[src/rtl/controller.sv]
`default_nettype none
// ============================================================================
// Module   : controller
// Purpose  : Multicycle control FSM for the 16-bit processor core. Decodes the
//            IR and PSR flags and drives every datapath enable and mux select,
//            one state per clock.
// Revision : 1.0 - initial release
// ============================================================================
module controller #(
   parameter int WIDTH = 16
) (
   input  logic             clk,
   input  logic             reset,
   input  logic [WIDTH-1:0] instr,
   input  logic [4:0]       flags,        // {C, L, F, N, Z}
   output logic             irwrite,
   output logic             regwrite,
   output logic             memwrite,
   output logic             psr_write,
   output logic             pcen,
   output logic             wa_s,
   output logic             pc_s,
   output logic             alub_s,
   output logic             mem_s,
   output logic [1:0]       wd_s,
   output logic [1:0]       alua_s,
   output logic             signext_sign,
   output logic [2:0]       alucont
);

   localparam logic [2:0] C_ALU_ADD = 3'b000;
   localparam logic [2:0] C_ALU_SUB = 3'b001;
   localparam logic [2:0] C_ALU_AND = 3'b010;
   localparam logic [2:0] C_ALU_OR  = 3'b011;
   localparam logic [2:0] C_ALU_XOR = 3'b100;

   typedef enum logic [3:0] {
      S_FETCH  = 4'd0,
      S_IRLOAD = 4'd1,
      S_DECODE = 4'd2,
      S_RTYPE  = 4'd3,
      S_ITYPE  = 4'd4,
      S_LDADDR = 4'd5,
      S_LDWB   = 4'd6,
      S_STORE  = 4'd7,
      S_JUMP   = 4'd8
   } state_t;

   // Controls implied by one ALU function code (shared by RTYPE ext and ITYPE op)
   typedef struct packed {
      logic       legal;
      logic [2:0] alu;
      logic       wr;      // register write (also selects rd as write address)
      logic       psr;     // updates the flags
      logic [1:0] wd;      // write-data select for the register form
      logic       sx;      // immediate form sign-extends
   } fn_t;

   function automatic fn_t decode_fn(input logic [3:0] code);
      fn_t f;
      f = '0;
      case (code)
         4'b0101: begin f.legal = 1'b1; f.alu = C_ALU_ADD; f.wr = 1'b1; f.psr = 1'b1; f.wd = 2'b11; f.sx = 1'b1; end
         4'b1001: begin f.legal = 1'b1; f.alu = C_ALU_SUB; f.wr = 1'b1; f.psr = 1'b1; f.wd = 2'b11; f.sx = 1'b1; end
         4'b0001: begin f.legal = 1'b1; f.alu = C_ALU_AND; f.wr = 1'b1; f.wd = 2'b11; end
         4'b0010: begin f.legal = 1'b1; f.alu = C_ALU_OR;  f.wr = 1'b1; f.wd = 2'b11; end
         4'b0011: begin f.legal = 1'b1; f.alu = C_ALU_XOR; f.wr = 1'b1; f.wd = 2'b11; end
         4'b1011: begin f.legal = 1'b1; f.alu = C_ALU_SUB; f.psr = 1'b1; f.sx = 1'b1; end   // CMP
         4'b1101: begin f.legal = 1'b1; f.wr = 1'b1; f.wd = 2'b01; end                      // MOV
         default: f = '0;
      endcase
      return f;
   endfunction

   // Branch condition selected by the rd field
   function automatic logic cond_true(input logic [3:0] c, input logic [4:0] fl);
      logic cf, lf, ff, nf, zf;
      logic r;
      {cf, lf, ff, nf, zf} = fl;
      case (c)
         4'h0: r = zf;
         4'h1: r = ~zf;
         4'h2: r = cf;
         4'h3: r = ~cf;
         4'h4: r = lf;
         4'h5: r = ~lf;
         4'h6: r = nf;
         4'h7: r = ~nf;
         4'h8: r = ff;
         4'h9: r = ~ff;
         4'hA: r = ~lf & ~zf;
         4'hB: r = lf | zf;
         4'hC: r = ~nf & ~zf;
         4'hD: r = nf | zf;
         4'hE: r = 1'b1;
         default: r = 1'b0;
      endcase
      return r;
   endfunction

   state_t     state_q, state_d;
   logic [3:0] w_op, w_rd, w_ext;
   fn_t        w_fn_op, w_fn_ext;
   logic       w_unused_rs;

   assign w_op        = instr[15:12];
   assign w_rd        = instr[11:8];
   assign w_ext       = instr[7:4];
   assign w_unused_rs = ^instr[3:0];
   assign w_fn_op     = decode_fn(w_op);
   assign w_fn_ext    = decode_fn(w_ext);

   // State register; reset returns to FETCH
   always_ff @(posedge clk) begin
      if (reset) state_q <= S_FETCH;
      else       state_q <= state_d;
   end

   // Next-state and output decode; reset forces every output to idle
   always_comb begin
      state_d      = state_q;
      irwrite      = 1'b0;
      regwrite     = 1'b0;
      memwrite     = 1'b0;
      psr_write    = 1'b0;
      pcen         = 1'b0;
      wa_s         = 1'b0;
      pc_s         = 1'b0;
      alub_s       = 1'b0;
      mem_s        = 1'b0;
      wd_s         = 2'b00;
      alua_s       = 2'b00;
      signext_sign = 1'b0;
      alucont      = C_ALU_ADD;

      case (state_q)
         S_FETCH: begin
            // PC <- PC + 1 while the instruction read is issued at PC
            mem_s   = 1'b1;
            alua_s  = 2'b01;
            alub_s  = 1'b1;
            alucont = C_ALU_ADD;
            pc_s    = 1'b1;
            pcen    = 1'b1;
            state_d = S_IRLOAD;
         end
         S_IRLOAD: begin
            irwrite = 1'b1;
            state_d = S_DECODE;
         end
         S_DECODE: begin
            if (w_op == 4'b0000 && w_fn_ext.legal) state_d = S_RTYPE;
            else if (w_fn_op.legal)                 state_d = S_ITYPE;
            else if (w_op == 4'b0100) begin
               case (w_ext)
                  4'b0000: state_d = S_LDADDR;
                  4'b0100: state_d = S_STORE;
                  4'b1100: state_d = S_JUMP;
                  default: state_d = S_FETCH;
               endcase
            end
            else state_d = S_FETCH;
         end
         S_RTYPE: begin
            alucont   = w_fn_ext.alu;
            regwrite  = w_fn_ext.wr;
            wa_s      = w_fn_ext.wr;
            psr_write = w_fn_ext.psr;
            wd_s      = w_fn_ext.wd;
            state_d   = S_FETCH;
         end
         S_ITYPE: begin
            alua_s       = 2'b10;
            alucont      = w_fn_op.alu;
            regwrite     = w_fn_op.wr;
            wa_s         = w_fn_op.wr;
            psr_write    = w_fn_op.psr;
            signext_sign = w_fn_op.sx;
            // MOVI writes the immediate itself rather than the Rsrc register
            wd_s         = (w_op == 4'b1101) ? 2'b00 : w_fn_op.wd;
            state_d      = S_FETCH;
         end
         S_LDADDR: begin
            mem_s   = 1'b0;
            state_d = S_LDWB;
         end
         S_LDWB: begin
            wd_s     = 2'b10;
            wa_s     = 1'b1;
            regwrite = 1'b1;
            state_d  = S_FETCH;
         end
         S_STORE: begin
            mem_s    = 1'b0;
            memwrite = 1'b1;
            state_d  = S_FETCH;
         end
         S_JUMP: begin
            pc_s    = 1'b0;
            pcen    = cond_true(w_rd, flags);
            state_d = S_FETCH;
         end
         default: state_d = S_FETCH;
      endcase

      if (reset) begin
         irwrite      = 1'b0;
         regwrite     = 1'b0;
         memwrite     = 1'b0;
         psr_write    = 1'b0;
         pcen         = 1'b0;
         wa_s         = 1'b0;
         pc_s         = 1'b0;
         alub_s       = 1'b0;
         mem_s        = 1'b0;
         wd_s         = 2'b00;
         alua_s       = 2'b00;
         signext_sign = 1'b0;
         alucont      = C_ALU_ADD;
      end
   end

endmodule
`default_nettype wire

[config.mk]
export PLATFORM = sky130hd
export DESIGN_NAME = controller
export DESIGN_NICKNAME = d
export VERILOG_FILES = /design/src/rtl/controller.sv
export SDC_FILE = /design/constraint.sdc
export NUM_CORES = 1
export LEC_CHECK = 0
export ABC_AREA = 0
export BUFFER_PORTS_ARGS = -buffer_cell sky130_fd_sc_hd__buf_2
export CORE_MARGIN = 3
export CORE_UTILIZATION = 45
export DETAILED_ROUTE_END_ITERATION = 16
export PLACE_DENSITY = 0.79
export SETUP_SLACK_MARGIN = 0.1
export SYNTH_ARGS = -nofsm -noshare
export SYNTH_HDL_FRONTEND = slang
export SYNTH_SLANG_ARGS = --single-unit
export TNS_END_PERCENT = 1
[constraint.sdc]
create_clock -name clk -period 4 [get_ports clk]
set_clock_uncertainty 0.1 [all_clocks]
set_input_delay 1.2 -clock clk [delete_from_list [all_inputs] [get_ports clk]]
set_output_delay 1.2 -clock clk [all_outputs]
set_load 0.02 [all_outputs]
==> results.ini <==
[cts]
post_cts_buffers = 0
clkTransAtPathRegs_ns = 0.04
tritoncts = done
clk_path_buf_depth = 2
numClockSinks = 4
cts_buffers = 3
clk-insertion-delay-late_ns = 0.24
cts_htree_levels = 1
root_buffer = clkbuf_4

[yosys]
seq_area_frac_synth = 0.101
synth-seq-cells = 4
synthAdderAreaFrac = 0
synthMuxAreaShare = 0.0535
synthXorXnorAreaFrac = 0.0551
synth-compound-area-share = 0.238
synth_top_area_cell = dfxtp_1
syn_area_sq_um = 795
yosys_warnings = 0
syn_inst = 111
syn_area_per_cell_sq_um = 7.16
synthSimpleGateAreaFrac = 0.424
synth_edf_count = 0
synthDistinctLibCells = 43
synth_top_family_by_area = simple AND/OR/NAND/NOR gates
async_flop_share = 0
post-synth-top-area-fraction = 0.101
synth_area_leaders = dfxtp_1 10%, buf_4 6.6%, nand2_1 5.7%
synthesis.nets = 134
ys.flop_type = dfxtp_1

[worst_setup_path]
r2r_start = state_q[1]$_SDFF_PP0_
crit_path_end_kind = output pin
cp-startpoint = instr[5]
startpoint_type = input pin
crit_end = wa_s
slowest_stage = or3b_2
critPathMaxStageDelay_ns = 0.47
cp_cell_sequence = buf_2 -> or3b_2 -> a211o_1 -> o21a_1 -> nor2_2 -> buf_2
path_class = input pin to output pin
worstRegToRegCells = 4
cp_max_fo = 9
cp.required_ns = 2.70
timing.rr.end = state_q[1]$_SDFF_PP0_
crit_top_cell = buf_2
arrival_ns = 2.53
r2r_setup_slack_ns = 2.39

[power_and_ir_drop]
p_per_area_nw_per_um2 = 194
sequentialPowerShare = 0.264
swShare = 0.382
power_frac_clock = 0.281
power_frac_comb = 0.455
ir_drop_mv = 0.113
p_int_mw = 0.113
p_leak_nw = 0.416
finalPower_mw = 0.182
p_sw_mw = 0.0696

[placed_design]
dp.cells = 149
place_ws_ns = 0.168
dpl_cell_area_sq_um = 915
dp_hpwl_um = 1570
io_buffers = 35
gp_congestion = 0.818

[timing]
slew_viol_final = 0
slew_headroom = 0.594
finalHoldViolCount = 0
tightest_slew_ns = 0.600
max_freq_mhz = 261
fin_tns_setup_ns = 0
timing.final.crit_share = 0.958
rsz0062_at_grt = true
min_period_ns = 3.83
finalSetupViolCount = 0
fin_ws_ns = 0.169

[detailed_routing]
drt_iter0_drc = 17
vias = 889
drt_first_pass_iters = 4
drt-total-wl_um = 1980
drc = 0
ant_nets = 0
wl_per_cell_um = 13.0
viasPerCell = 5.85

[cells_and_area]
final_cell_mix = 35 x buf_2, 12 x nand2_1, 6 x nand2b_1, 5 x nor2_1, 5 x nor2b_1
largest_reg_flops = 4
multi_input_area_sq_um = 626
seqCellArea_sq_um = 80.1
areaGrowthSynthToFinish_pct = 18.6
num_antenna_cells = 0
top_register = state_q
layout.nets = 161
drive_gt1_frac = 0.375
final_cell_area_sq_um = 942
top_regs = state_q: 4 flops
layout.cells.non_filler = 152
final_common_cell = buf_2
nFillCells = 157

[floorplanning]
core_sq_um = 1580
start_util = 0.504
rows = 14
die-area_sq_um = 2310
die_x_um = 48.0
pin_count = 40
die_height_um = 48.0

[hold_path]
hp-class = register to register
worstHoldPathCells = 1

[grt]
grt-ovfl-total = 0
grt_usage = 0.183
grt_pass1_vias = 694
grt_pass1_wl_um = 2990
grt_max_degree = 12
antenna_found_initial = 0

[run]
cap_violations = 0

[status]
run_status = finished, final reports clean

[synth_stat cells (all sizes together), types with 3 or more instances]
master	n
nor2	6
nand2b	6
or3	4
nor4	3
nand2	12
a21oi	4
o21ai	4
buf	10
inv	3
nor2b	5
xor2	3
o22ai	3
a211oi	3
clkbuf	4
nor3b	4
nor3	3
dfxtp	4
[cell families (layout without fill, tap and decap cells)]
group,after synthesis,count (layout)
and+or+nand+nor,55,55
AOI/OAI and AO/OA,27,27
DFF,4,4
buffers and inverters,17,42
xor gates and xnor gates,5,5
muxes,3,3
[cell type report]
cell class,instances,share of cell area
tap,16,0.0212
multi-input combinational,90,0.664
sequential,4,0.0850
timing repair buffer,36,0.194
inverter,3,0.0120
clock buffer,3,0.0239
[timing repair]
item                       CTS  global route
hold buffers                 0             0
gates resized for setup      0             1
setup endpoints to repair    0             4
[critical path: cells and delay by family]
kind / cells / cell delay (ns)
AND/OR/NAND/NOR: 2 / 0.56
AO/OA/AOI/OAI: 2 / 0.44
buffers and inverters: 2 / 0.33
[per-layer routing]
metal  part of all wire  vias up  track usage  wire [um]
met5                  0        -            0          0
met4             0.0040        0       0.0484          8
met3              0.053        2       0.0451        104
met1               0.46      411        0.233        906
met2               0.48       28        0.303        956
li1                   -      448            -          -
[per-stage QoR]
step / utilization / hold WS (ns)
5_1_grt: 0.598 / 0.526
3_5_place_dp: 0.580 / 0.484
2_1_floorplan: - / 0.442
3_3_place_gp: 0.580 / 0.474
4_1_cts: 0.594 / 0.497
6_report: 0.598 / 0.493
[worst min-delay path by stage]
stage | slack, ns | endpoint | start
after CTS | 0.50 | state_q[0]$_SDFF_PP0_ | state_q[1]$_SDFF_PP0_
after global routing | 0.53 | state_q[0]$_SDFF_PP0_ | state_q[1]$_SDFF_PP0_
after floorplan | 0.44 | state_q[0]$_SDFF_PP0_ | state_q[1]$_SDFF_PP0_
after global placement | 0.47 | state_q[0]$_SDFF_PP0_ | state_q[1]$_SDFF_PP0_
after detailed placement | 0.48 | state_q[0]$_SDFF_PP0_ | state_q[1]$_SDFF_PP0_
final | 0.49 | state_q[0]$_SDFF_PP0_ | state_q[1]$_SDFF_PP0_
[power by group through the flow]
stage	Sequential (mW)	Combinational, mW	Clock, mW
after floorplan	0.0454	0.0680	0
after global placement	0.0486	0.0801	0
after global routing	0.0486	0.0913	0.0579
after detailed placement	0.0487	0.0826	0
after CTS	0.0481	0.0829	0.0521
final	0.0482	0.0830	0.0513
(Power assumes the default switching activity.)
